**config.mk**
```make
export PLATFORM = sky130hd
export DESIGN_NAME = fb_port_arbiter
export DESIGN_NICKNAME = d
export VERILOG_FILES = /design/src/rtl/fb_pkg.sv /design/src/rtl/fb_wr_fifo.sv /design/src/rtl/fb_port_arbiter.sv
export SDC_FILE = /design/constraint.sdc
export NUM_CORES = 1
export LEC_CHECK = 0
export CAP_MARGIN = 20
export CORE_ASPECT_RATIO = 1.25
export CORE_MARGIN = 10
export CORE_UTILIZATION = 58
export CTS_BUF_LIST = sky130_fd_sc_hd__clkbuf_4 sky130_fd_sc_hd__clkbuf_8
export CTS_CLUSTER_DIAMETER = 60
export CTS_CLUSTER_SIZE = 16
export DETAILED_ROUTE_END_ITERATION = 10
export PLACE_DENSITY = 0.89
export SKIP_LAST_GASP = 1
export SLEW_MARGIN = 15
export SYNTH_ARGS = -nofsm -noshare
export SYNTH_HDL_FRONTEND = slang
export SYNTH_HIERARCHICAL = 1
export SYNTH_SLANG_ARGS = --single-unit
export TNS_END_PERCENT = 5
```
**constraint.sdc**
```tcl
create_clock -name clk -period 6.5 [get_ports clk]
set_clock_uncertainty 0.05 [all_clocks]
set_input_delay 1.3 -clock clk [delete_from_list [all_inputs] [get_ports clk]]
set_output_delay 1.3 -clock clk [all_outputs]
set_load 0.02 [all_outputs]
```
**src/rtl/fb_pkg.sv**
```systemverilog
// Shared definitions for the 320x240 RGB444 frame buffer and its port arbiter.
package fb_pkg;

    localparam int FB_W     = 320;
    localparam int FB_H     = 240;
    localparam int FB_DEPTH = FB_W * FB_H;
    localparam int ADDR_W   = 17;
    localparam int DATA_W   = 12;

    typedef struct packed {
        logic [ADDR_W-1:0] addr;
        logic [DATA_W-1:0] data;
    } wr_req_t;

    typedef enum logic [1:0] {
        GRANT_IDLE,
        GRANT_READ,
        GRANT_WRITE
    } grant_t;

endpackage

```
**src/rtl/fb_wr_fifo.sv**
```systemverilog
// Small synchronous FIFO holding capture write requests until the memory port is free.
module fb_wr_fifo
    import fb_pkg::*;
#(
    parameter int DEPTH = 4,
    localparam int PTR_W = $clog2(DEPTH),
    localparam int CNT_W = $clog2(DEPTH) + 1
) (
    input  logic             clk,
    input  logic             rst_n,
    input  logic             push,
    input  wr_req_t          push_data,
    input  logic             pop,
    output wr_req_t          head,
    output logic             full,
    output logic             empty,
    output logic [CNT_W-1:0] count
);

    wr_req_t          entries [DEPTH];
    logic [PTR_W-1:0] wr_ptr;
    logic [PTR_W-1:0] rd_ptr;
    logic             do_push;
    logic             do_pop;

    assign full    = (count == CNT_W'(DEPTH));
    assign empty   = (count == '0);
    assign do_push = push && !full;
    assign do_pop  = pop && !empty;
    assign head    = entries[rd_ptr];

    // Storage needs no reset: an entry is only visible once the count covers it.
    always_ff @(posedge clk) begin
        if (do_push) begin
            entries[wr_ptr] <= push_data;
        end
    end

    always_ff @(posedge clk or negedge rst_n) begin
        if (!rst_n) begin
            wr_ptr <= '0;
            rd_ptr <= '0;
            count  <= '0;
        end else begin
            if (do_push) begin
                wr_ptr <= wr_ptr + PTR_W'(1);
            end
            if (do_pop) begin
                rd_ptr <= rd_ptr + PTR_W'(1);
            end
            case ({do_push, do_pop})
                2'b10:   count <= count + CNT_W'(1);
                2'b01:   count <= count - CNT_W'(1);
                default: count <= count;
            endcase
        end
    end

endmodule

```
**src/rtl/fb_port_arbiter.sv**
```systemverilog
// Single-port frame-buffer arbiter: display reads win every cycle they ask,
// capture writes wait in a FIFO and drain into cycles with no read.
module fb_port_arbiter
    import fb_pkg::*;
#(
    parameter int ADDR_W     = fb_pkg::ADDR_W,
    parameter int DATA_W     = fb_pkg::DATA_W,
    parameter int FB_DEPTH   = fb_pkg::FB_DEPTH,
    parameter int FIFO_DEPTH = 4
) (
    input  logic              clk,
    input  logic              rst_n,
    input  logic              rd_req,
    input  logic [ADDR_W-1:0] rd_addr,
    output logic              rd_valid,
    output logic [DATA_W-1:0] rd_data,
    input  logic              wr_valid,
    output logic              wr_ready,
    input  logic [ADDR_W-1:0] wr_addr,
    input  logic [DATA_W-1:0] wr_data,
    output logic              mem_en,
    output logic              mem_we,
    output logic [ADDR_W-1:0] mem_addr,
    output logic [DATA_W-1:0] mem_wdata,
    input  logic [DATA_W-1:0] mem_rdata,
    input  logic              stat_clr,
    output logic              err_addr,
    output logic [15:0]       wr_stall_cnt
);

    localparam int                CNT_W      = $clog2(FIFO_DEPTH) + 1;
    localparam logic [ADDR_W-1:0] ADDR_LIMIT = ADDR_W'(FB_DEPTH);
    localparam logic [CNT_W-1:0]  CNT_MAX    = CNT_W'(FIFO_DEPTH);

    grant_t           grant;
    logic             rd_in_range;
    logic             wr_in_range;
    logic             rd_oor;
    logic             wr_accept;
    logic             wr_push;
    logic             fifo_full;
    logic             fifo_empty;
    logic [CNT_W-1:0] fifo_count;
    wr_req_t          push_req;
    wr_req_t          head_req;
    logic             s1_issued;
    logic             s1_oor;

    assign rd_in_range = (rd_addr < ADDR_LIMIT);
    assign wr_in_range = (wr_addr < ADDR_LIMIT);
    assign rd_oor      = rst_n && rd_req && !rd_in_range;
    // No ready-from-pop path: a full queue refuses even when it drains this cycle.
    assign wr_ready    = rst_n && !fifo_full;
    assign wr_accept   = wr_valid && wr_ready;
    assign wr_push     = wr_accept && wr_in_range;
    assign push_req    = '{addr: wr_addr, data: wr_data};

    fb_wr_fifo #(
        .DEPTH(FIFO_DEPTH)
    ) u_wr_fifo (
        .clk      (clk),
        .rst_n    (rst_n),
        .push     (wr_push),
        .push_data(push_req),
        .pop      (grant == GRANT_WRITE),
        .head     (head_req),
        .full     (fifo_full),
        .empty    (fifo_empty),
        .count    (fifo_count)
    );

    always_comb begin
        grant = GRANT_IDLE;
        if (rst_n) begin
            if (rd_req && rd_in_range) begin
                grant = GRANT_READ;
            end else if (!fifo_empty) begin
                grant = GRANT_WRITE;
            end
        end
    end

    always_comb begin
        mem_en    = 1'b0;
        mem_we    = 1'b0;
        mem_addr  = '0;
        mem_wdata = '0;
        case (grant)
            GRANT_READ: begin
                mem_en   = 1'b1;
                mem_addr = rd_addr;
            end
            GRANT_WRITE: begin
                mem_en    = 1'b1;
                mem_we    = 1'b1;
                mem_addr  = head_req.addr;
                mem_wdata = head_req.data;
            end
            default: begin
                mem_en = 1'b0;
            end
        endcase
    end

    // Out-of-range reads still travel the pipeline so the display sees a fixed latency.
    always_ff @(posedge clk or negedge rst_n) begin
        if (!rst_n) begin
            s1_issued <= 1'b0;
            s1_oor    <= 1'b0;
            rd_valid  <= 1'b0;
            rd_data   <= '0;
        end else begin
            s1_issued <= rd_req;
            s1_oor    <= rd_req && !rd_in_range;
            rd_valid  <= s1_issued;
            rd_data   <= (s1_issued && !s1_oor) ? mem_rdata : '0;
        end
    end

    always_ff @(posedge clk or negedge rst_n) begin
        if (!rst_n) begin
            err_addr     <= 1'b0;
            wr_stall_cnt <= '0;
        end else if (stat_clr) begin
            err_addr     <= 1'b0;
            wr_stall_cnt <= '0;
        end else begin
            if (rd_oor || (wr_accept && !wr_in_range)) begin
                err_addr <= 1'b1;
            end
            if (wr_valid && !wr_ready && (wr_stall_cnt != 16'hFFFF)) begin
                wr_stall_cnt <= wr_stall_cnt + 16'd1;
            end
        end
    end

    assert property (@(posedge clk) disable iff (!rst_n)
        (fifo_count <= CNT_MAX) && (fifo_full == (fifo_count == CNT_MAX)));

endmodule

```
==> Word level (Yosys, flattened, before mapping) <==
Memory sizes are Yosys's and may differ from the RTL's.
Index checks and enable logic that the tools add are counted.
W data, S select, Z words.
{ "word_totals": {"inputBits": 63, "memories": 1, "mem_bits_rw": 116, "reg_bits": 39} }
{ "mem_list": {"columns": ["memory", "depth", "word_bits", "rd", "rd_ports_with_merged_regs", "wr", "line", "text"], "rows": [
  ["u_wr_fifo.entries", 4, 29, 1, 0, 1, "fb_wr_fifo.sv:20", "wr_req_t entries [DEPTH];"]
]} }
{ "classes": {"add_sub_neg": 5, "reduce_logical": 25, "order_cmp": 2, "n_mux": 15, "eq_ne": 6} }
{ "op_table": {"columns": ["operator", "count"], "rows": [
  ["$lt A17 B17 Y1 const B", 2],
  ["$pmux W17 S2", 1],
  ["$mux W16", 2],
  ["$mux W12", 2],
  ["$add A16 B1 Y16 const B", 1],
  ["$ne A16 B16 Y1 const B", 1],
  ["$logic_and A1 B1 Y1", 13],
  ["$logic_not A1 Y1", 6],
  ["$mux W1", 6],
  ["$mux W2", 3],
  ["$pmux W3 S2", 1],
  ["$reduce_bool A2 Y1", 3],
  ["$add A2 B1 Y2 const B", 2],
  ["$eq A2 B1 Y1 const B", 2],
  ["$eq A2 B2 Y1 const B", 2],
  ["$add A3 B1 Y3 const B", 1],
  ["$eq A3 B3 Y1 const B", 1],
  ["$logic_not A3 Y1", 1],
  ["$sub A3 B1 Y3 const B", 1],
  ["$reduce_or A2 Y1", 1],
  ["$logic_or A1 B1 Y1", 1]
]} }

==> Depth between registers and ports, before layout <==
{ "depth": {"ltp_word": 8, "mapped_depth": 13, "mapped_depth_nobuf": 13} }

==> Cells and area by module <==
The synthesis kept the hierarchy.
{ "by_module_without_submodules": {"columns": ["mod", "n_inst", "area_each_um2", "cells_per_inst"], "rows": [
  ["fb_wr_fifo", 1, 4630.7, 188],
  ["fb_port_arbiter", 1, 1880.6, 207]
]} }

==> Worst setup path after synthesis <==
No wires, ideal clock.
{ "synth_timing": {"path_type": "input-to-output", "from": "input port rd_addr[10]", "to": "output port mem_addr[0]", "stages": 9, "arrival_time_ns": 3.222, "path_slack_ns": 1.928, "cell_sequence": "a21oi_1 -> nor2b_1 -> o31ai_1 -> a211oi_1 -> ha_1 -> clkbuf_1 -> clkbuf_1 -> a22oi_1 -> nor2_1"} }
{ "synth_between": {"elab_chain_len": 6, "word_cells_on_any_way": 7, "cone_classes": "order compare: 1; eq/ne: 2; mux: 3; reduce/logical: 1"} }
{ "synth_rtl": {"columns": ["item", "line", "text"], "rows": [
  ["start: declaration", "fb_port_arbiter.sv:14", "input logic [ADDR_W-1:0] rd_addr,"],
  ["$lt A17 B17 Y1 *", "fb_port_arbiter.sv:49", "assign rd_in_range = (rd_addr < ADDR_LIMIT);"],
  ["$logic_and A1 B1 Y1 *", "fb_port_arbiter.sv:75", "if (rd_req && rd_in_range) begin"],
  ["$mux W2 *", "fb_port_arbiter.sv:75", null],
  ["$mux W2 *", "fb_port_arbiter.sv:74", "if (rst_n) begin"],
  ["$eq A2 B2 Y1 / $eq A2 B1 Y1 (equally long branches)", "fb_port_arbiter.sv:88", "case (grant)"],
  ["$pmux W17 S2 *", "fb_port_arbiter.sv:88", null],
  ["end: declaration", "fb_port_arbiter.sv:23", "output logic [ADDR_W-1:0] mem_addr,"]
]} }
Mark *: on every way between the ends. The rest lies on a longest branch, timed or not.

==> Final worst setup path <==
{ "layout_timing": {"from": "input port rd_addr[11]", "to": "output port mem_addr[16]"} }
Same word-level chain as after synthesis.

==> flow_summary_export.csv <==
group,metric,value,unit
worst_setup_path,crit_fanout,19,
synth,syn_area,6510,µm²
global_routing,grt_pass1_vias,4231,
worst_setup_path,max_stage_delay,740,ps
die,coreArea,11000,µm²
power,cellPowerDensity,326,nW/µm²
detailed_routing,wl_per_cell,21.7,µm
finish,seq_area,4460,µm²
detailed_routing,drc_errors,0,
finish,final_nets,597,
synth,syn_nets,468,
sta,finalHoldViolations,0,
die,start_util,0.590,
clock_tree,cts_sinks,155,
sta,worstMarginPinSlew,843,ps
clock_tree,clkSlewWorstSetupHoldPaths,80,ps
global_routing,grt_start_max_net_pins,41,
worst_setup_path,crit_path_end_kind,"output pin",
finish,final_common_cell,"clkdlybuf4s50_1",
finish,area_delta_synth_final,27.6,%
sta,setup_ws,795,ps
sta,max_freq,175,MHz
clock_tree,post_cts_resized,0,
clock_tree,cts_hold_buf,0,
die,ios,125,
finish,final_cell_count_no_fill,672,
synth,synth_edf_count,116,
clock_tree,clk_latency,440,ps
worst_setup_path,r2r_setup_slack,3280,ps
clock_tree,clock_path_buffers,2,
worst_setup_path,cp_slowest_cell,"ha_1",
worst_setup_path,rr_startpoint,"u_wr_fifo/count[0]$_DFFE_PN0P_",
worst_setup_path,crit_path_frequent_cell,"clkdlybuf4s50_1",
worst_setup_path,worstPathRequired,5150,ps
placed_design,hpwl,9980,µm
detailed_routing,vias_per_cell,5.96,
clock_tree,cts_tree,"done",
sta,slew_headroom,0.438,
sta,finalSetupTns,0,ps
clock_tree,numCtsBuffers,17,
global_routing,grtUsageTotal,0.186,
global_routing,overflow,0,
worst_setup_path,path_delay_family,"buffers and inverters",
power,ir_worst_vdd,0.194,mV
worst_setup_path,cp_num_cells,9,
worst_setup_path,r2r-end,"u_wr_fifo/count[2]$_DFFE_PN0P_",
worst_setup_path,worstPathArrival,4350,ps
global_routing,grt_pass1_wl,23000,µm
die,fp.dieH,138,µm
die,dieWidth,115,µm
die,die-area,15900,µm²
placed_design,globalplace.congestion,0.802,
placed_design,pre_cts_ws,790,ps
clock_tree,cts_setup_buffers,0,
synth,avgSynthCellArea,16.5,µm²
detailed_routing,drtPass1Iterations,5,
finish,fillers,652,
worst_setup_path,cp_num_buf_inv,2,
hold_path,min_path_type,"reg2reg",
clock_tree,cts-root-buf,"clkbuf_8",
synth,synth-seq-cells,155,
worst_setup_path,cp-endpoint,"mem_addr[16]",
worst_setup_path,path_cells,"clkdlybuf4s50_1 -> a21oi_1 -> nor2b_1 -> o31ai_1 -> a211oi_1 -> ha_1 -> a22oi_1 -> nor2_1 -> clkdlybuf4s50_1",
synth,ys_async_sr_fraction,0.252,
finish,multi_input_area,1910,µm²
detailed_routing,ant_nets,0,
synth,synth_ff_type,"edfxtp_1",
sta,fin_crit,5700,ps
flow_run,max-cap-violations,0,
sta,timing.final.crit_share,0.878,
placed_design,dp.cells,638,
synth,yosys_warnings,6,
synth,synth-seq-area-share,0.685,
run_status,status,"finished clean",
detailed_routing,drt_iter0_markers,247,
sta,setup_viol,0,
global_routing,antenna_found_initial,0,
worst_setup_path,critical_path_class,"in2out",
finish,final_cell_mix,"clkdlybuf4s50_1, edfxtp_1, dfrtp_1",
finish,drive_gt1_frac,0.155,
die,fp-row-count,43,
sta,slew_violations,0,
detailed_routing,totalWireLength,14600,µm
placed_design,numPortBuffers,124,
worst_setup_path,rr_worst_depth,10,
synth,synth.distinct_cells,51,
synth,synth_cells,395,
sta,rsz0062_at_grt,"no",
power,p_leak,2.90,nW
worst_setup_path,startpoint,"rd_addr[11]",
finish,num_antenna_cells,0,
clock_tree,h-tree-depth,4,
worst_setup_path,start_kind,"input port",
detailed_routing,vias,4004,
## stage by stage
stage | hold WS, ps | power (mW) | util | cell area [µm²]
floorplan | 297 | 1.69 | - | 6510
global placement | 301 | 1.90 | 0.711 | 7840
detailed placement | 306 | 1.93 | 0.711 | 7840
CTS | 321 | 2.72 | 0.751 | 8280
global route | 331 | 2.83 | 0.753 | 8310
finish | 319 | 2.71 | 0.753 | 8310
## logic make-up (layout without fill, tap and decap cells)
family | count (synthesis) | count (layout) | synth area share
AOI/OAI and AO/OA | 52 | 52 | 0.0550
buffers and inverters | 30 | 172 | 0.0213
muxes | 35 | 35 | 0.112
DFF | 155 | 155 | 0.685
and+or+nand+nor | 107 | 107 | 0.0988
adders and majority gates | 10 | 10 | 0.0204
xor gates and xnor gates | 6 | 6 | 0.00807
## synth_stat cells, types with 2 or more instances
| library cell | instances | share of area |
|---|---|---|
| o41ai_1 | 2 | 0.0027 |
| xor2_1 | 3 | 0.0040 |
| edfxtp_1 | 116 | 0.53 |
| ha_1 | 9 | 0.017 |
| nand4_1 | 2 | 0.0019 |
| buf_2 | 3 | 0.0023 |
| xnor2_1 | 3 | 0.0040 |
| and2_1 | 25 | 0.024 |
| nor2_1 | 26 | 0.015 |
| a211o_1 | 2 | 0.0027 |
| o31ai_1 | 6 | 0.0069 |
| nand3_1 | 8 | 0.0061 |
| a21oi_1 | 14 | 0.011 |
| a22oi_1 | 17 | 0.020 |
| inv_1 | 12 | 0.0069 |
| dfrtp_1 | 39 | 0.15 |
| clkbuf_1 | 12 | 0.0069 |
| and2_2 | 4 | 0.0046 |
| nor3_1 | 2 | 0.0015 |
| and3_1 | 2 | 0.0019 |
| or4_1 | 5 | 0.0058 |
| nor4_1 | 4 | 0.0038 |
| nor2b_1 | 6 | 0.0058 |
| mux2_2 | 4 | 0.0069 |
| mux4_2 | 28 | 0.097 |
| or3_1 | 5 | 0.0048 |
| buf_6 | 3 | 0.0052 |
| nand2_1 | 7 | 0.0040 |
| o21ai_0 | 4 | 0.0031 |
## sequential cells by signal, indices dropped and copies added, names as in the netlist
name               cells
s1_oor                 1
u_wr_fifo/rd_ptr       2
wr_stall_cnt          16
u_wr_fifo/count        3
rd_data               12
s1_issued              1
u_wr_fifo/entries    116
err_addr               1
rd_valid               1
u_wr_fifo/wr_ptr       2
## worst min-delay path by stage
stage	from	end	slack [ps]	cells past startpoint
3_5_place_dp	s1_issued$_DFF_PN0_	rd_valid$_DFF_PN0_	310	0
2_1_floorplan	s1_issued$_DFF_PN0_	rd_valid$_DFF_PN0_	300	0
4_1_cts	s1_issued$_DFF_PN0_	rd_valid$_DFF_PN0_	320	0
6_report	s1_issued$_DFF_PN0_	rd_valid$_DFF_PN0_	320	0
5_1_grt	s1_issued$_DFF_PN0_	rd_valid$_DFF_PN0_	330	0
3_3_place_gp	s1_issued$_DFF_PN0_	rd_valid$_DFF_PN0_	300	0
## area by class of cell
type / instances / share of cell area
clock buffers: 17 / 0.0282
clock inverters: 15 / 0.0251
repair buffers: 128 / 0.154
inverters: 12 / 0.00542
flip-flops and latches: 155 / 0.537
multi-input cells: 210 / 0.230
well taps: 135 / 0.0203
## power by group
part           internal (mW)  total (mW)  leakage (nW)  switching [mW]
Sequential              1.15        1.22          1.56          0.0758
Combinational          0.366       0.695          1.14           0.329
Clock                  0.425       0.792         0.209           0.368
## per-layer routing
metal / share of wire / vias up / global-route usage
met5: 0 / - / 0
met4: 0.017 / 0 / 0.0633
met3: 0.086 / 20 / 0.0636
met2: 0.52 / 176 / 0.316
met1: 0.37 / 2006 / 0.212
li1: - / 1802 / -
Power figures use the tool's default switching activity.
